`src/rtl/pll_rate_arbiter.sv`:
```
`default_nettype none
// -----------------------------------------------------------------------------
// pll_rate_arbiter : round-robin owner of the divider rate select; commits a new
// select only just after a clk_pll toggle. Option macro: RATE_ARB_TIMEOUT_EN
// Revision: 1.0
// -----------------------------------------------------------------------------
module pll_rate_arbiter #(
  parameter logic [1:0] RESET_SEL = 2'b00
`ifdef RATE_ARB_TIMEOUT_EN
  ,
  parameter int unsigned TIMEOUT_CYCLES = 25_000_000
`endif
) (
  input  logic       clk_10MHz,
  input  logic       rstn,
  input  logic       clk_pll,
  input  logic       req_a,
  input  logic [1:0] sel_a,
  input  logic       req_b,
  input  logic [1:0] sel_b,
  output logic       ack_a,
  output logic       ack_b,
  output logic [1:0] clk_selector,
  output logic       busy,
  output logic       timeout_flag
);

  localparam logic [1:0] ST_IDLE      = 2'd0;
  localparam logic [1:0] ST_WAIT_EDGE = 2'd1;
  localparam logic [1:0] ST_ACK       = 2'd2;
  localparam logic       OWN_A        = 1'b0;
  localparam logic       OWN_B        = 1'b1;

  logic [1:0] state_q, state_d;
  logic       rr_ptr_q, rr_ptr_d;
  logic       owner_q, owner_d;
  logic [1:0] pend_sel_q, pend_sel_d;
  logic [1:0] clk_selector_q, clk_selector_d;
  logic       clk_pll_q;

  logic       pll_edge;
  logic       req_owner;
  logic       force_commit;
  logic       elig_a, elig_b;
  logic       grant_valid;
  logic       grant_side;
  logic [1:0] grant_sel;

  assign pll_edge    = clk_pll ^ clk_pll_q;
  assign req_owner   = (owner_q == OWN_B) ? req_b : req_a;
  assign elig_a      = req_a & ~ack_a;
  assign elig_b      = req_b & ~ack_b;
  assign grant_valid = elig_a | elig_b;
  // With both eligible the pointer decides; otherwise the lone requester wins.
  assign grant_side  = (elig_a & elig_b) ? rr_ptr_q : (elig_b ? OWN_B : OWN_A);
  assign grant_sel   = (grant_side == OWN_B) ? sel_b : sel_a;

`ifdef RATE_ARB_TIMEOUT_EN
  localparam logic [24:0] TIMEOUT_LAST = 25'(TIMEOUT_CYCLES - 1);

  logic [24:0] to_cnt_q, to_cnt_d;
  logic        timeout_flag_q, timeout_flag_d;

  assign force_commit = (state_q == ST_WAIT_EDGE) && !pll_edge && (to_cnt_q == TIMEOUT_LAST);

  always_comb begin
    to_cnt_d       = '0;
    timeout_flag_d = timeout_flag_q;
    if ((state_q == ST_WAIT_EDGE) && (state_d == ST_WAIT_EDGE)) begin
      to_cnt_d = to_cnt_q + 25'd1;
    end
    if (force_commit && req_owner) begin
      timeout_flag_d = 1'b1;
    end
  end

  always_ff @(posedge clk_10MHz or negedge rstn) begin
    if (!rstn) begin
      to_cnt_q       <= '0;
      timeout_flag_q <= 1'b0;
    end else begin
      to_cnt_q       <= to_cnt_d;
      timeout_flag_q <= timeout_flag_d;
    end
  end

  assign timeout_flag = timeout_flag_q;
`else
  assign force_commit = 1'b0;
  assign timeout_flag = 1'b0;
`endif

  always_ff @(posedge clk_10MHz or negedge rstn) begin
    if (!rstn) begin
      state_q        <= ST_IDLE;
      rr_ptr_q       <= OWN_A;
      owner_q        <= OWN_A;
      pend_sel_q     <= RESET_SEL;
      clk_selector_q <= RESET_SEL;
      clk_pll_q      <= 1'b0;
    end else begin
      state_q        <= state_d;
      rr_ptr_q       <= rr_ptr_d;
      owner_q        <= owner_d;
      pend_sel_q     <= pend_sel_d;
      clk_selector_q <= clk_selector_d;
      clk_pll_q      <= clk_pll;
    end
  end

  always_comb begin
    state_d        = state_q;
    rr_ptr_d       = rr_ptr_q;
    owner_d        = owner_q;
    pend_sel_d     = pend_sel_q;
    clk_selector_d = clk_selector_q;
    case (state_q)
      ST_IDLE: begin
        if (grant_valid) begin
          owner_d    = grant_side;
          pend_sel_d = grant_sel;
          rr_ptr_d   = ~grant_side;
          state_d    = (grant_sel == clk_selector_q) ? ST_ACK : ST_WAIT_EDGE;
        end
      end
      ST_WAIT_EDGE: begin
        // A withdrawn request wins over a coincident edge: nothing is committed.
        if (!req_owner) begin
          state_d = ST_IDLE;
        end else if (pll_edge || force_commit) begin
          clk_selector_d = pend_sel_q;
          state_d        = ST_ACK;
        end
      end
      ST_ACK: begin
        if (!req_owner) begin
          state_d = ST_IDLE;
        end
      end
      default: state_d = ST_IDLE;
    endcase
  end

  always_comb begin
    busy  = (state_q != ST_IDLE);
    ack_a = (state_q == ST_ACK) && (owner_q == OWN_A);
    ack_b = (state_q == ST_ACK) && (owner_q == OWN_B);
  end

  assign clk_selector = clk_selector_q;

endmodule
`default_nettype wire

```
`config.mk`:
```
export PLATFORM = sky130hd
export DESIGN_NAME = pll_rate_arbiter
export DESIGN_NICKNAME = d
export VERILOG_FILES = /design/src/rtl/pll_rate_arbiter.sv
export SDC_FILE = /design/constraint.sdc
export NUM_CORES = 1
export LEC_CHECK = 0
export CORE_MARGIN = 2
export CORE_UTILIZATION = 25
export CTS_CLUSTER_SIZE = 16
export DETAILED_ROUTE_END_ITERATION = 10
export PLACE_DENSITY_LB_ADDON = 0.2
export SYNTH_ARGS = -nofsm -noshare
export SYNTH_HDL_FRONTEND = slang
export SYNTH_SLANG_ARGS = --single-unit
```
`constraint.sdc`:
```
create_clock -name clk_10MHz -period 1.7 [get_ports clk_10MHz]
set_input_delay 0.255 -clock clk_10MHz [delete_from_list [all_inputs] [get_ports clk_10MHz]]
set_output_delay 0.255 -clock clk_10MHz [all_outputs]
set_load 0.02 [all_outputs]
```
==> summary.md, run 1 <==
| Metric | Value |
|---|---|
| Layout cells sized above 1 | `32.9%` |
| Pwr Density | `1560 nW/um^2` |
| Filler cells | `217` |
| Synth Area in Simple Gates | `18.5%` |
| Clock-pin slew on the worst setup and hold paths | `0.06 ns` |
| Post-synthesis instance area | `549 sq um` |
| Minimum clock period | `1.64 ns` |
| Netlist cell types | `27` |
| DRT iter0 DRCs | `2` |
| # port buffers | `13` |
| Core Area | `2020 sq um` |
| Final hold violation count | `0` |
| Portion of netlist area occupied by mux cells | `6.15%` |
| CTS buffer count | `3` |
| DRC | `0` |
| Synth Area in Compound Gates | `25.7%` |
| Area share of fa/ha/maj cells after synthesis | `0%` |
| Peak supply drop | `462 uV` |
| DIE AREA | `2590 sq um` |
| Antenna diode count | `0` |
| Initial antenna violation count | `0` |
| Vias in the first global route | `492` |
| Startpoint types | `flop` |
| GP Congestion | `0.713` |
| Static leakage | `0.377 nW` |
| Crit Path Max Fanout | `6` |
| ANT nets after route | `0` |
| FF-to-FF setup slack | `0.06 ns` |
| Avg Synthesized Cell Area | `9.99 sq um` |
| Clock sink count | `9` |
| Fin worst setup slack | `0.0558 ns` |
| Htree depth | `1` |
| Synthesized Nets | `64` |
| First-pass GRT wire length | `2.26 mm` |
| Worst-Skew Late Latency | `0.27 ns` |
| Critical Path RT | `1.91 ns` |
| Vias after detailed routing | `500` |
| Largest family of logic cells by synthesized area | `compound AO/OA/AOI/OAI gates` |
| Max Cap Viol | `0` |
| Ys flop type | `dfrtp_1` |
| Cell row count | `16` |
| F_max | `0.608 GHz` |
| Drt first pass iters | `3` |
| RSZ-0062 raised after global routing | `true` |
| Die height | `50.9 um` |
| Multi-input gate area | `309 sq um` |
| Origin of the critical flop-to-flop path | `state_q[0]` |
| WHS | `0.294 ns` |
| P&R area growth vs syn | `52.8%` |
| GR Overflow Total | `0` |
| Crit path largest cell delay | `0.43 ns` |
| Synth warn | `0` |
| Period utilization | `96.7%` |
| I/O pin count | `15` |
| Final setup vio count | `0` |
| Asr flop ratio synth | `100%` |
| Final wirelength | `1.33 mm` |
| Hold buffer count at CTS | `0` |
| Total track usage | `12.0%` |
| Die Width | `50.9 um` |
| Fin. max-slew vios | `0` |
| CTS Buffer Depth | `2` |
| Critical path type | `flop to flop` |
| Largest net degree at the start of global routing | `10` |
| Mapped Cells | `55` |
| Critical Path Start | `state_q[0]` |
| Layout Skew | `0.000928 ns` |
| R2R cell count | `5` |
| CTS Root Cell | `clkbuf_4` |
| Starting Density | `27.2%` |
| Seq cells post-synth | `9` |
| Core Util, Final | `41.5%` |
| HPWL after DPL | `975 um` |
| FF/Latch Area | `228 sq um` |
| Sequential area share after synthesis | `41.0%` |
| TNS Setup | `0 ns` |
| Nets | `92` |
| Reg2Reg Capture Point | `state_q[1]` |
| CP Capture Type | `flop` |
| DR WL/cell | `12.2 um` |
| Run status | `finished, final reports clean` |
| Slowest-stage cell, CP | `dfrtp_2` |
| CTS tree | `done` |
| Critical path, cell by cell | `nand3b_1 -> o2111a_1 -> or3_1 -> a22oi_2 -> o2bb2a_4` |
| Post-synth EDFFs | `0` |
| Via density | `4.59` |
| Critical path data arrival time | `1.85 ns` |
| Synth Area in XOR/XNOR | `1.59%` |
| Dpl ws | `-0.252 ns` |
| Hold WC Path Type | `input pin to async pin` |
## where the power goes
group	switching [mW]	total [mW]	leakage (nW)	internal, mW
Combinational	0.330	0.739	0.259	0.409
Clock	0.0826	0.174	0.0150	0.0910
Sequential	0.0799	0.394	0.103	0.314
## routing by layer
layer / track usage (%) / vias up / share of wire, %
li1: - / 253 / -
met1: 15.1 / 229 / 46
met2: 17.5 / 14 / 45
met3: 2.63 / 4 / 6.0
met4: 9.46 / 0 / 2.9
met5: 0 / - / 0
## synthesized netlist by cell type, types with 2 or more instances
library cell | n | area (sq um)
or3_1 | 2 | 12.5
a311oi_1 | 2 | 17.5
nand2_1 | 2 | 7.51
mux2_2 | 3 | 33.8
nor2_1 | 3 | 11.3
nand2b_1 | 4 | 25.0
o21ai_0 | 4 | 20.0
a21oi_1 | 2 | 10.0
inv_1 | 6 | 22.5
dfrtp_1 | 9 | 225
o2111a_1 | 2 | 22.5
## worst max-delay path by stage
stage                      end
floorplan           state_q[0]
global placement    state_q[1]
detailed placement  state_q[0]
CTS                 state_q[0]
global route        state_q[1]
finish              state_q[1]
## through the flow
stage / instance area [sq um] / std cells / power, mW
final: 840 / 109 / 1.31
after global routing: 840 / 109 / 1.41
after CTS: 796 / 105 / 1.23
after detailed placement: 761 / 101 / 1.07
after global placement: 761 / 101 / 1.06
after floorplan: 549 / 55 / 0.801
## worst max-delay path, delay by kind of cell (launching register included)
family / cells / cell delay, ns
AOI/OAI and AO/OA: 3 / 0.56
DFF: 1 / 0.43
and+or+nand+nor: 2 / 0.59
## kinds of logic (layout without fill, tap and decap cells)
| logic type | Yosys count | count (layout) |
|---|---|---|
| other | 1 | 1 |
| XOR/XNOR | 1 | 1 |
| flip-flops | 9 | 9 |
| AO/OA/AOI/OAI | 17 | 17 |
| buffers and inverters | 8 | 35 |
| multiplexers | 3 | 3 |
| AND/OR/NAND/NOR | 16 | 16 |
## registers in the layout, indices dropped and copies added (netlist names)
register and flops:
clk_selector 2, pend_sel_q 2, state_q 2, clk_pll_q 1
owner_q 1, rr_ptr_q 1
## repair_timing
item                                    in CTS  in global routing
pin swaps                                    1                  6
endpoints found under the setup margin       4                  3
setup buffers                                0                  4
resized for setup                            5                  6
## cell usage in the layout (no fill, tap or decap), types with 2 or more instances in the layout
cell / Yosys / layout
a21oi_1: 2 / 2
a311oi_2: 0 / 2
buf_4: 1 / 12
clkbuf_4: 0 / 3
clkdlybuf4s50_1: 0 / 9
dfrtp_1: 9 / 7
dfrtp_2: 0 / 2
dlygate4sd2_1: 0 / 2
inv_1: 6 / 6
mux2_2: 3 / 3
nand2_1: 2 / 2
nand2b_1: 4 / 4
nor2_1: 3 / 3
o2111a_1: 2 / 2
o21ai_0: 4 / 4
or3_1: 2 / 2
## final cells by class
type	instances	area share (%)
clock buffers	4	3.13
inverters	6	2.68
multi-input cells	38	36.8
flip-flops and latches	9	27.1
well taps	27	4.02
repair buffers	25	26.2
Note: power is estimated with default switching activity, not from simulation.
==> inputs of run 2 (changes only) <==
Settings changed: DONT_BUFFER_PORTS from default to 1.
==> run 2 against run 1 <==
  * Register-to-register slack better by 0.02 ns
  * Sequential power up 2%
  * Final cell count down 12%
  * Flip-flop and latch count stayed put
  * Sequential share of layout area grew 5.1 points
  * Worst setup slack gained 0.020 ns
  * Clock power shrank 3%
  * Global-route usage fell by 1.9 points
  * Worst hold slack lost 0.28 ns
  * First-iteration DRC count rose to 2.5 times the previous value
  * Count of clock-buffer cells in the layout did not move
  * Largest cell class unchanged
==> summary.md, run 2 (synthesis results as in run 1) <==
| Metric | Value |
|---|---|
| Filler cells | `217 (unchanged)` |
| Worst-Skew Late Latency | `0.26 ns (was 0.27 ns)` |
| Fin worst setup slack | `0.0758 ns (was 0.0558 ns)` |
| Layout cells sized above 1 | `34.8% (was 32.9%)` |
| Die Width | `50.9 um (unchanged)` |
| Static leakage | `0.309 nW (was 0.377 nW)` |
| Top Family by Delay on Critical Path | `compound AO/OA/AOI/OAI gates (was simple AND/OR/NAND/NOR gates)` |
| Placed cell areas | `631 sq um (was 761 sq um)` |
| Run status | `finished, final reports clean (unchanged)` |
| Multi-input gate area | `302 sq um (was 309 sq um)` |
| Design Area, Final | `703 sq um (was 840 sq um)` |
| CTS Root Cell | `clkbuf_4 (unchanged)` |
| Dpl ws | `0.0262 ns (was -0.252 ns)` |
| Critical Path RT | `1.83 ns (was 1.91 ns)` |
| Crit Path Max Fanout | `5 (was 6)` |
| Total track usage | `10.1% (was 12.0%)` |
| RSZ-0062 raised after global routing | `false (was true)` |
| CP Capture Type | `flop (unchanged)` |
| GP Congestion | `0.679 (was 0.713)` |
| Vias after detailed routing | `453 (was 500)` |
| Nets | `79 (was 92)` |
| WHS Path Cells | `0` |
| Final setup vio count | `0 (unchanged)` |
| Minimum clock period | `1.62 ns (was 1.64 ns)` |
| CTS tree | `done (unchanged)` |
| Buffers & Inverters on Critical Path | `0 (unchanged)` |
| Origin of the critical flop-to-flop path | `state_q[1] (was state_q[0])` |
| # port buffers | `0 (was 13)` |
| Slowest-stage cell, CP | `dfrtp_1 (was dfrtp_2)` |
| FF/Latch Area | `226 sq um (was 228 sq um)` |
| Final hold violation count | `0 (unchanged)` |
| R2R cell count | `5 (unchanged)` |
| Peak supply drop | `497 uV (was 462 uV)` |
| HPWL after DPL | `919 um (was 975 um)` |
| Period utilization | `95.5% (was 96.7%)` |
| Core Util, Final | `34.8% (was 41.5%)` |
| Core Area | `2020 sq um (unchanged)` |
| I/O pin count | `15 (unchanged)` |
| Clock-pin slew on the worst setup and hold paths | `0.07 ns (was 0.06 ns)` |
| Critical path data arrival time | `1.76 ns (was 1.85 ns)` |
| TNS Setup | `0 ns (unchanged)` |
| Critical path, cell by cell | `nor2b_1 -> o2111a_1 -> or3_1 -> a22oi_2 -> o22ai_1 (was nand3b_1 -> o2111a_1 -> or3_1 -> a22oi_2 -> o2bb2a_4)` |
| CTS buffer count | `3 (unchanged)` |
| Fin. max-slew vios | `0 (unchanged)` |
| P&R area growth vs syn | `28.0% (was 52.8%)` |
| Clock sink count | `9 (unchanged)` |
| First-pass GRT wire length | `1.85 mm (was 2.26 mm)` |
| Die height | `50.9 um (unchanged)` |
| DIE AREA | `2590 sq um (unchanged)` |
| Layout Skew | `0.00772 ns (was 0.000928 ns)` |
| GR Overflow Total | `0 (unchanged)` |
| Vias in the first global route | `411 (was 492)` |
| Max Cap Viol | `0 (unchanged)` |
| Hold WC Path Type | `input pin to flop (was input pin to async pin)` |
| Commonest cells after routing, fill and taps aside | `11 x buf_4, 8 x dfrtp_1, 6 x inv_1, 4 x nand2b_1, 4 x o21ai_0 (was 12 x buf_4, 9 x clkdlybuf4s50_1, 7 x dfrtp_1, 6 x inv_1)` |
| Via density | `4.72 (was 4.59)` |
| Largest net degree at the start of global routing | `10 (unchanged)` |
| F_max | `0.616 GHz (was 0.608 GHz)` |
| Cell row count | `16 (unchanged)` |
| Starting Density | `27.2% (unchanged)` |
| Startpoint types | `flop (unchanged)` |
| Hold_sp | `clk_pll` |
| Hold Path End | `clk_pll_q` |
| Reg2Reg Capture Point | `state_q[0] (was state_q[1])` |
| Pwr Density | `1730 nW/um^2 (was 1560 nW/um^2)` |
| Final wirelength | `1.19 mm (was 1.33 mm)` |
| FF-to-FF setup slack | `0.08 ns (was 0.06 ns)` |
| DRT iter0 DRCs | `5 (was 2)` |
| Htree depth | `1 (unchanged)` |
| Antenna diode count | `0 (unchanged)` |
| Critical path type | `flop to flop (unchanged)` |
| DR WL/cell | `12.4 um (was 12.2 um)` |
| Initial antenna violation count | `0 (unchanged)` |
| WHS | `0.0157 ns (was 0.294 ns)` |
| CTS Buffer Depth | `2 (unchanged)` |
| ANT nets after route | `0 (unchanged)` |
| Crit path largest cell delay | `0.41 ns (was 0.43 ns)` |
| Drt first pass iters | `3 (unchanged)` |
| Commonest non-fill, non-tap cell in the layout | `buf_4 (unchanged)` |
| DRC | `0 (unchanged)` |
==> run 2: worst max-delay path by stage <==
stage            endpoint  slack (ns)  cells after the start       start
6_report       state_q[0]        0.08                      5  state_q[1]
5_1_grt        state_q[0]      0.0005                      5  state_q[1]
4_1_cts        state_q[0]        0.02                      5  state_q[1]
3_5_place_dp   state_q[0]        0.03                      5  state_q[1]
3_3_place_gp   state_q[0]        0.05                      5  state_q[0]
2_1_floorplan  state_q[0]        0.09                      5  state_q[1]
==> run 2: per-layer routing <==
metal	global-route usage, %	vias up	part of all wire (%)
met2	15.1	11	44
li1	-	229	-
met1	12.3	211	49
met5	0	-	0
met3	2.34	2	4.4
met4	8.11	0	1.6
==> run 2: worst reg2reg max path, cell delays in order, from the launching register on <==
cell,delay [ns]
dfrtp_1,0.41
nor2b_1,0.16
o2111a_1,0.27
or3_1,0.36
a22oi_2,0.21
o22ai_1,0.09
==> run 2: report_power, final <==
group          switching (mW)  leakage, nW  total (mW)  internal, mW
Clock                  0.0779       0.0150       0.168        0.0905
Sequential             0.0873        0.104       0.400         0.312
Combinational           0.300        0.189       0.646         0.346
==> run 2: what timing repair did <==
item,4_1_cts,5_1_grt
setup buffers,0,3
setup endpoints to repair,0,2
hold buffers,1,0
hold endpoints to repair,9,0
resized for setup,0,3
==> run 2: area by class of cell <==
| type | instances | area share, % |
|---|---|---|
| Clock buffer | 4 | 3.74 |
| Inverter | 6 | 3.20 |
| Multi-Input combinational cell | 38 | 42.9 |
| Sequential cell | 9 | 32.2 |
| Tap cell | 27 | 4.80 |
| Timing Repair Buffer | 12 | 13.2 |
==> run 2: per-stage QoR <==
stage               std cells  total power, mW
floorplan                  55            0.801
global placement           88            0.991
detailed placement         88            0.992
CTS                        93             1.17
global route               96             1.31
finish                     96             1.21
==> inputs of run 3 (changes only) <==
Settings changed: HOLD_SLACK_MARGIN from default to 0.03.
==> run 3 against run 2 <==
  * Maximum frequency rose by 0.18%
  * Die area unchanged
  * Via count grew 1.5%
  * Flip-flop and latch count stayed put
  * Clock power is essentially flat
  * Highest routed layer unchanged
==> summary.md, run 3 (synthesis results as in run 1) <==
| Metric | Value |
|---|---|
| Run status | `finished, final reports clean (unchanged)` |
| RSZ-0062 raised after global routing | `false (unchanged)` |
| CP Capture Type | `primary output (was flop)` |
| Worst-Skew Late Latency | `0.26 ns (about the same)` |
| Hold_sp | `req_b (was clk_pll)` |
| CTS buffer count | `3 (unchanged)` |
| Startpoint types | `flop (unchanged)` |
| Final hold violation count | `0 (unchanged)` |
| TNS Setup | `0 ns (unchanged)` |
| Total track usage | `10.2% (was 10.1%)` |
| FF-to-FF setup slack | `0.08 ns (about the same)` |
| Starting Density | `27.2% (unchanged)` |
| Via density | `4.74 (was 4.72)` |
| F_max | `0.617 GHz (was 0.616 GHz)` |
| Clock-pin slew on the worst setup and hold paths | `0.07 ns (about the same)` |
| Crit path largest cell delay | `0.43 ns (was 0.41 ns)` |
| Peak supply drop | `497 uV (about the same)` |
| Layout cells sized above 1 | `34.3% (was 34.8%)` |
| Period utilization | `95.4% (was 95.5%)` |
| Htree depth | `1 (unchanged)` |
| R2R cell count | `5 (unchanged)` |
| CTS tree | `done (unchanged)` |
| Die height | `50.9 um (unchanged)` |
| Minimum clock period | `1.62 ns (about the same)` |
| Slowest-stage cell, CP | `dfrtp_2 (was dfrtp_1)` |
| Final wirelength | `1.20 mm (was 1.19 mm)` |
| GP Congestion | `0.679 (unchanged)` |
| Antenna diode count | `0 (unchanged)` |
| Crit Path Max Fanout | `6 (was 5)` |
| Cell row count | `16 (unchanged)` |
| Die Width | `50.9 um (unchanged)` |
| Critical Path RT | `1.44 ns (was 1.83 ns)` |
| Commonest cells after routing, fill and taps aside | `11 x buf_4, 8 x dfrtp_1, 6 x inv_1, 4 x nand2b_1, 4 x o21ai_0 (unchanged)` |
| WHS Path Cells | `1 (was 0)` |
| P&R area growth vs syn | `29.8% (was 28.0%)` |
| DRT iter0 DRCs | `5 (unchanged)` |
| Dpl ws | `0.0262 ns (unchanged)` |
| Static leakage | `0.313 nW (was 0.309 nW)` |
| Critical path type | `flop to primary output (was flop to flop)` |
| # port buffers | `0 (unchanged)` |
| Core Area | `2020 sq um (unchanged)` |
| Initial antenna violation count | `0 (unchanged)` |
| Final setup vio count | `0 (unchanged)` |
| Design Area, Final | `713 sq um (was 703 sq um)` |
| Critical path, cell by cell | `nand2b_1 -> buf_4 -> nor2_1 (was nor2b_1 -> o2111a_1 -> or3_1 -> a22oi_2 -> o22ai_1)` |
| I/O pin count | `15 (unchanged)` |
| Rel. slew slack | `67.2%` |
| CTS Buffer Depth | `2 (unchanged)` |
| Critical path data arrival time | `1.37 ns (was 1.76 ns)` |
| Placed cell areas | `631 sq um (unchanged)` |
| Pwr Density | `1700 nW/um^2 (was 1730 nW/um^2)` |
| Vias after detailed routing | `460 (was 453)` |
| Total power | `1.22 mW (was 1.21 mW)` |
| DR WL/cell | `12.4 um (about the same)` |
| ANT nets after route | `0 (unchanged)` |
| Drt first pass iters | `2 (was 3)` |
| Commonest non-fill, non-tap cell in the layout | `buf_4 (unchanged)` |
| CTS Root Cell | `clkbuf_4 (unchanged)` |
| Hold Path End | `rr_ptr_q (was clk_pll_q)` |
| Fin worst setup slack | `0.0788 ns (was 0.0758 ns)` |
| First-pass GRT wire length | `1.86 mm (was 1.85 mm)` |
| Max Cap Viol | `0 (unchanged)` |
| GR Overflow Total | `0 (unchanged)` |
| Largest net degree at the start of global routing | `10 (unchanged)` |
| Layout Skew | `0.00591 ns (was 0.00772 ns)` |
| Nets | `80 (was 79)` |
| HPWL after DPL | `919 um (unchanged)` |
| Vias in the first global route | `415 (was 411)` |
| Origin of the critical flop-to-flop path | `state_q[1] (unchanged)` |
| Fin. max-slew vios | `0 (unchanged)` |
| DIE AREA | `2590 sq um (unchanged)` |
| Clock sink count | `9 (unchanged)` |
| DRC | `0 (unchanged)` |
| Hold WC Path Type | `input pin to flop (unchanged)` |
| Pin slew with the least headroom to its limit | `0.487 ns` |
| Reg2Reg Capture Point | `state_q[0] (unchanged)` |
## run 3: cell count changes in the layout (fill, tap and decap cells not counted), sizes merged
cell	before	now
dlygate4sd3	1	2
## run 3: routing by layer
layer | wire [um] | track usage [%] | part of all wire [%] | up-vias
met5 | 0 | 0 | 0 | -
met3 | 54 | 2.34 | 4.5 | 2
met1 | 586 | 12.3 | 49 | 216
met4 | 19 | 8.11 | 1.6 | 0
met2 | 541 | 15.4 | 45 | 11
li1 | - | - | - | 231
## run 3: what timing repair did
action                                  in CTS  in global routing
endpoints found under the setup margin       0                  2
hold endpoints to repair                    10                  0
hold buffers                                 2                  0
buffers inserted                             0                  3
gates resized for setup                      0                  3
## run 3: stage by stage
step	utilization (%)	hold slack (ns)	std cells
floorplan	-	-0.0406	55
global placement	31.2	-0.0403	88
detailed placement	31.2	-0.0403	88
CTS	33.5	0.0889	94
global route	35.3	0.101	97
finish	35.3	0.0941	97
## run 3: worst max-delay path: cells and delay by family (launching register included)
family | cells | cell delay, ns
simple gates | 2 | 0.52
buf+inv | 1 | 0.16
flops | 1 | 0.43
## run 3: worst max path at each step
| stage | startpoint | endpoint | slack (ns) | depth (start not counted) |
|---|---|---|---|---|
| final | state_q[0] | ack_a | 0.08 | 3 |
| after CTS | state_q[1] | state_q[0] | 0.02 | 5 |
| after global placement | state_q[0] | state_q[0] | 0.05 | 5 |
| after detailed placement | state_q[1] | state_q[0] | 0.03 | 5 |
| after floorplan | state_q[1] | state_q[0] | 0.09 | 5 |
| after global routing | state_q[1] | state_q[0] | 0.0005 | 5 |
## run 3: final cells by class
type | count | area [sq um]
Timing Repair Buffer | 13 | 103
Inverter | 6 | 22.5
Sequential cell | 9 | 226
Fill cell | 218 | 1310
Clock buffer | 4 | 26.3
Tap cell | 27 | 33.8
Multi-Input combinational cell | 38 | 302
## run 3: report_power, final
group	switching, mW	internal [mW]	total (mW)
logic	0.301	0.347	0.648
clock network	0.0764	0.0905	0.167
registers	0.0875	0.312	0.400
total	0.465	0.750	1.22
